## src/rtl/mem_stage.sv

```systemverilog
// mem_stage: pipeline MEM stage with EX/MEM and MEM/WB registers, handshaked data memory and access timeout.
// Optional subword loads/stores are enabled by defining MEM_SUBWORD_EN.
module mem_stage (
  input  logic        clk,
  input  logic        reset,
  input  logic [31:0] ALUResult_ex,
  input  logic [31:0] MemWriteData_ex,
  input  logic [4:0]  rdAddr_ex,
  input  logic        RegWrite_ex,
  input  logic        MemRead_ex,
  input  logic        MemWrite_ex,
  input  logic [2:0]  funct3_ex,
  output logic        dmem_req,
  output logic        dmem_we,
  output logic [31:0] dmem_addr,
  output logic [31:0] dmem_wdata,
  output logic [3:0]  dmem_be,
  input  logic        dmem_ack,
  input  logic [31:0] dmem_rdata,
  output logic [31:0] ALUResult_mem,
  output logic [4:0]  rdAddr_mem,
  output logic        RegWrite_mem,
  output logic [31:0] RegWriteData_wb,
  output logic [4:0]  rdAddr_wb,
  output logic        RegWrite_wb,
  output logic        stall_mem,
  output logic        err_mem
);
  typedef enum logic {IDLE, WAIT} state_t;
  state_t state, state_n;
  logic [3:0] cnt;
  logic [31:0] wd_r, load_data;
  logic mr_r, mw_r, timeout;
`ifdef MEM_SUBWORD_EN
  logic [2:0] f3_r;
  logic [7:0] byte_sel;
  logic [15:0] half_sel;
`else
  logic unused_f3;
  assign unused_f3 = ^funct3_ex;
`endif
  always_ff @(posedge clk) begin
    if (reset) begin
      ALUResult_mem <= '0;
      wd_r <= '0;
      rdAddr_mem <= '0;
      RegWrite_mem <= 1'b0;
      mr_r <= 1'b0;
      mw_r <= 1'b0;
`ifdef MEM_SUBWORD_EN
      f3_r <= '0;
`endif
    end else if (!stall_mem) begin
      ALUResult_mem <= ALUResult_ex;
      wd_r <= MemWriteData_ex;
      rdAddr_mem <= rdAddr_ex;
      RegWrite_mem <= RegWrite_ex;
      mr_r <= MemRead_ex;
      mw_r <= MemWrite_ex;
`ifdef MEM_SUBWORD_EN
      f3_r <= funct3_ex;
`endif
    end
  end
  always_ff @(posedge clk) begin
    state <= reset ? IDLE : state_n;
    cnt <= (reset || state == IDLE) ? 4'd0 : cnt + 4'd1;
  end
  always_comb begin
    dmem_req = state == WAIT || mr_r || mw_r;
    timeout = state == WAIT && cnt == 4'hF && !dmem_ack;
    stall_mem = dmem_req && !dmem_ack && !timeout;
    state_n = state == IDLE ? ((dmem_req && !dmem_ack) ? WAIT : IDLE)
                            : ((dmem_ack || timeout) ? IDLE : WAIT);
  end
  assign err_mem = timeout;
  assign dmem_we = mw_r;
  assign dmem_addr = {ALUResult_mem[31:2], 2'b00};
`ifdef MEM_SUBWORD_EN
  always_comb begin
    byte_sel = dmem_rdata[{ALUResult_mem[1:0], 3'b000} +: 8];
    half_sel = ALUResult_mem[1] ? dmem_rdata[31:16] : dmem_rdata[15:0];
    load_data = f3_r == 3'b000 ? {{24{byte_sel[7]}}, byte_sel} :
                f3_r == 3'b100 ? {24'd0, byte_sel} :
                f3_r == 3'b001 ? {{16{half_sel[15]}}, half_sel} :
                f3_r == 3'b101 ? {16'd0, half_sel} : dmem_rdata;
    dmem_be = f3_r[1:0] == 2'b00 ? 4'b0001 << ALUResult_mem[1:0] :
              f3_r[1:0] == 2'b01 ? (ALUResult_mem[1] ? 4'b1100 : 4'b0011) : 4'b1111;
    dmem_wdata = f3_r[1:0] == 2'b00 ? {4{wd_r[7:0]}} :
                 f3_r[1:0] == 2'b01 ? {2{wd_r[15:0]}} : wd_r;
  end
`else
  assign load_data = dmem_rdata;
  assign dmem_be = 4'b1111;
  assign dmem_wdata = wd_r;
`endif
  // stalled or timed-out cycles retire a bubble; data and rd are held
  always_ff @(posedge clk) begin
    if (reset) begin
      RegWriteData_wb <= '0;
      rdAddr_wb <= '0;
      RegWrite_wb <= 1'b0;
    end else if (stall_mem || timeout) begin
      RegWrite_wb <= 1'b0;
    end else begin
      RegWriteData_wb <= mr_r ? load_data : ALUResult_mem;
      rdAddr_wb <= rdAddr_mem;
      RegWrite_wb <= RegWrite_mem;
    end
  end
endmodule
```

## config.mk

```make
export PLATFORM = sky130hd
export DESIGN_NAME = mem_stage
export DESIGN_NICKNAME = d
export VERILOG_FILES = /design/src/rtl/mem_stage.sv
export SDC_FILE = /design/constraint.sdc
export NUM_CORES = 1
export LEC_CHECK = 0
export ABC_AREA = 0
export BUFFER_PORTS_ARGS = -buffer_cell sky130_fd_sc_hd__buf_4
export CORE_UTILIZATION = 52
export CTS_BUF_LIST = sky130_fd_sc_hd__clkbuf_8
export DETAILED_ROUTE_END_ITERATION = 10
export PLACE_DENSITY = 0.95
export SYNTH_ARGS = -nofsm -noshare
export SYNTH_HDL_FRONTEND = slang
export SYNTH_SLANG_ARGS = --single-unit
```

## constraint.sdc

```tcl
create_clock -name clk -period 2.7 [get_ports clk]
set_clock_uncertainty 0.1 [all_clocks]
set_input_delay 0.54 -clock clk [delete_from_list [all_inputs] [get_ports clk]]
set_output_delay 0.54 -clock clk [all_outputs]
set_load 0.02 [all_outputs]
```

==> run summary <==
Internal power comes to 3.322 mW. Hold repair after CTS inserted 0 buffers. After synthesis the netlist holds a flip-flop and latch count of 115. The detailed-route wire length per cell came out at 15.20 um.

The library cell used most frequently in the layout, excluding fill and tap cells, is sky130_fd_sc_hd__buf_4. In this run the cell area measured after placement is ~7000 um^2. The worst register-to-register path ends at dmem_wdata[27]. The share of post-route cells with drive strength above 1 came out at between 30% and 40%. Summed over all nets, the switching power comes to approximately 1.4 mW. The critical path in this run is classified as register to primary output. The starting density of the core came out at 54.00%.

The via count of the first global-routing pass is 4373. The register-to-register setup slack is 0.82 ns. Setup repair after global routing left no endpoint under its margin. The largest delay contributor family on the critical path is simple AND/OR/NAND/NOR gates. The minimum clock period after layout is 2.420 ns. The floorplan step set the die height to 103.2 um. The clock sink count is roughly 120. Counting flops with an async set or reset pin after synthesis yields a share of 0%. The total count of max-transition violations in the final report came out at 0.

The floorplan has 36 rows. The fraction of synthesized area in multiplexers is 19.17%. The worst hold path startpoint is ALUResult_ex[24]. The CTS tree is built. The final-report hold violation count is 0. The gate count of the mapped netlist is approximately 540.

The routed wire length came out at 13.50 mm. The setup-violating endpoint count in the final report is 0. The reported leakage power is ~3.3 nW. The clock network fraction of design power came out at roughly a third. For hold timing, the worst endpoint is ALUResult_mem[24]. Leaving out fill and tap cells, the most frequent cells in the layout are sky130_fd_sc_hd__buf_4, sky130_fd_sc_hd__nand2b_1, sky130_fd_sc_hd__dfxtp_1. The finished layout holds 888 standard cells, fillers aside. The logic gate share of total power came out at 25.0%.

The core box area is around 9900 um^2. The areal power density over the cells is 633.4 nW/um^2. The synthesized cell area came out at between 5000 and 6000 um^2. The die width came out at 103.2 um.

The buffers plus inverters on the worst setup path is 1. Once the clock tree was built, the setup fixing pass inserted 0 buffers. The clock-pin slew of the registers on the worst-case setup and hold paths came out at 0.07 ns. The number of distinct library cells after synthesis is 28. The number of buffers on the longest clock path is 2.

The switching share of power is 29.06%. The level count of the clock H-tree came out at 4. The worst reg-to-reg path cell count is 5. The number of port buffers is 248. The layout-stage area growth over the synthesis result is 38.78%. Yosys mapped a number of flops with a built-in enable equal to 0. Max-cap violations in this run came to 0.

The fraction of the mapped netlist area in compound gates is 5.732%. The cell total after placement came out at approximately 860. The final design instance area without fill is roughly 7400 um^2. After synthesis, the largest family of logic cells by area is simple AND/OR/NAND/NOR gates.

The count of unresolved DRC violations after routing is 0. The first global-routing pass estimated 20.09 mm of wire. Summing the areas of all xor and xnor instances in the mapped netlist gives 0.3289% of the synthesized area.

The pin count of the biggest net entering global routing is 88. The slowest cell on the critical path is sky130_fd_sc_hd__and3_4. The per-instance average area after synthesis is 9.809 um^2. The violation count after the first detailed-routing iteration came out at 120. The full die area is 10650 um^2. The count of nets left with antenna violations once routing finished came out at 0. The signal on the critical path passes through ha_1, nand4_1, and3_4, buf_4. Along the worst path, the maximum fanout reaches 14. The final-stage net count is approximately 860. After legalization and detailed placement, the total HPWL measured between 9 and 10 mm.

The sequential power share is 42.0%. The transition at the pin with the smallest max-transition slack is 0.5843 ns. The remaining max-slew budget at the tightest pin is 61.05%. The run finished with clean final reports. After Yosys synthesis, and, or, nand and nor cells account for between 20% and 30% of the synthesized area. The startpoint identified for the worst register-to-register timing path is cnt[0].

The root buffer cell is sky130_fd_sc_hd__clkbuf_8. The endpoint class of the critical path is a primary output. The first-pass iteration count of the detailed router is 4.

The overflow left after global routing came out at 0. The number of primary I/O pins is roughly 260. The overall fraction of global-route tracks in use came out at 24.87%. In the synthesized netlist the dominant register cell turns out to be sky130_fd_sc_hd__dfxtp_1. Sequential elements use 43.22% of the synthesized area. The post-cts repair resize count is 0. The path class of the tightest hold or removal check is input port to register. The number of vias after detailed routing is 4540. The final sum of negative setup slack is 0 ns. The worst IR drop on VDD came out at 0.3040 mV.

The signal arrival time at the worst endpoint is approximately 1.8 ns. The worst setup path is launched from a register. The area share of fa/ha/maj cells after synthesis came out at less than 1%. The number of warning messages in the yosys log is 0. The repair_antennas step left the layout with diodes totalling 0. The number of clock buffers inserted by TritonCTS came out at 17. The final weighted congestion in routability-driven placement came out at between 0.7 and 0.8. The number of antenna violations at the first check in global routing is 0.

The worst hold path passes through 3 cells. The source-to-sink clock delay at the later pin of the worst-skew pair came out at around 0.42 ns. The vias per cell came out at 5.113.

The achievable clock frequency is around 0.41 GHz. For this run, the share of the core covered by cells in the final layout is between 70% and 80%. For this run, the slowest stage of the critical path takes around 0.42 ns. The final clock period utilization by the worst path came out at 89.63%. The required time reported for the critical path endpoint came out at about 2 ns.
[cell type report]
| cell class | count | area (um^2) |
|---|---|---|
| multi-input combinational | 349 | 2544 |
| fill | 699 | 2472 |
| sequential | 115 | 2303 |
| timing repair buffer | 259 | 1982 |
| clock buffer | 22 | 302.8 |
| tap | 133 | 166.4 |
| clock inverter | 7 | 82.58 |
| inverter | 3 | 11.26 |
[sequential cells by signal, summed over array words and instances, names as in the netlist]
register and count:
ALUResult_mem 32, RegWriteData_wb 32, RegWrite_mem 1, RegWrite_wb 1, cnt 4, dmem_wdata 32
dmem_we 1, mr_r 1, rdAddr_mem 5, rdAddr_wb 5, state 1
[metal layers]
| layer | vias to the layer above | GRT usage (%) | share of wire [%] |
|---|---|---|---|
| li1 | 2191 | - | - |
| met1 | 2090 | 25.08 | 38 |
| met2 | 218 | 44.41 | 50 |
| met3 | 41 | 9.207 | 7.8 |
| met4 | 0 | 13.87 | 3.8 |
| met5 | - | 0 | 0 |
[synthesized netlist by cell type (3+ instances only)]
cell / count / area [um^2]
sky130_fd_sc_hd__buf_6: 6 / 67.56
sky130_fd_sc_hd__nand3_1: 6 / 30.03
sky130_fd_sc_hd__buf_4: 38 / 285.3
sky130_fd_sc_hd__o21ai_0: 5 / 25.02
sky130_fd_sc_hd__a211oi_1: 32 / 240.2
sky130_fd_sc_hd__mux2i_1: 102 / 1021
sky130_fd_sc_hd__nand2b_1: 143 / 894.6
sky130_fd_sc_hd__buf_1: 3 / 11.26
sky130_fd_sc_hd__clkbuf_1: 27 / 101.4
sky130_fd_sc_hd__a21oi_1: 6 / 30.03
sky130_fd_sc_hd__dfxtp_1: 115 / 2302
sky130_fd_sc_hd__nor3_1: 32 / 160.2
sky130_fd_sc_hd__nor2_1: 5 / 18.77
sky130_fd_sc_hd__buf_2: 6 / 30.03
[how the worst max path moves through the flow]
stage	depth (start not counted)	slack (ns)	endpoint	from
final	4	0.28	stall_mem	cnt[0]
after floorplan	6	0.73	stall_mem	dmem_we
after global placement	4	0.74	stall_mem	cnt[0]
after global routing	4	0.19	stall_mem	cnt[0]
after CTS	4	0.25	stall_mem	cnt[0]
after detailed placement	4	0.71	stall_mem	cnt[0]
[logic make-up after synthesis]
family | count (synthesis)
compound gates | 45
xor+xnor | 2
other cells | 2
buf+inv | 83
mux | 102
simple gates | 193
flops | 115
fa+ha+maj | 1
[power by group through the flow]
stage	Combinational (mW)	Clock, mW	Sequential (mW)
floorplan	0.546	0	2.16
global placement	1.14	0	1.99
detailed placement	1.17	0	2.00
CTS	1.18	1.58	1.97
global route	1.25	1.66	1.98
finish	1.17	1.55	1.97
[worst register-to-register path: cells and delay by family (launching register included)]
kind / cells / cell delay [ns]
DFF: 1 / 0.33
and+or+nand+nor: 2 / 0.60
buffers and inverters: 1 / 0.29
adders and majority gates: 1 / 0.23
muxes: 1 / 0.26
[metrics by stage]
stage	hold WS, ns	setup WS (ns)	power (mW)
floorplan	0.3176	0.7280	2.708
global placement	0.3282	0.7435	3.137
detailed placement	0.3494	0.7150	3.176
CTS	0.2561	0.2493	4.720
global route	0.2432	0.1870	4.891
finish	0.2753	0.2799	4.682
(Power assumes the default switching activity.)
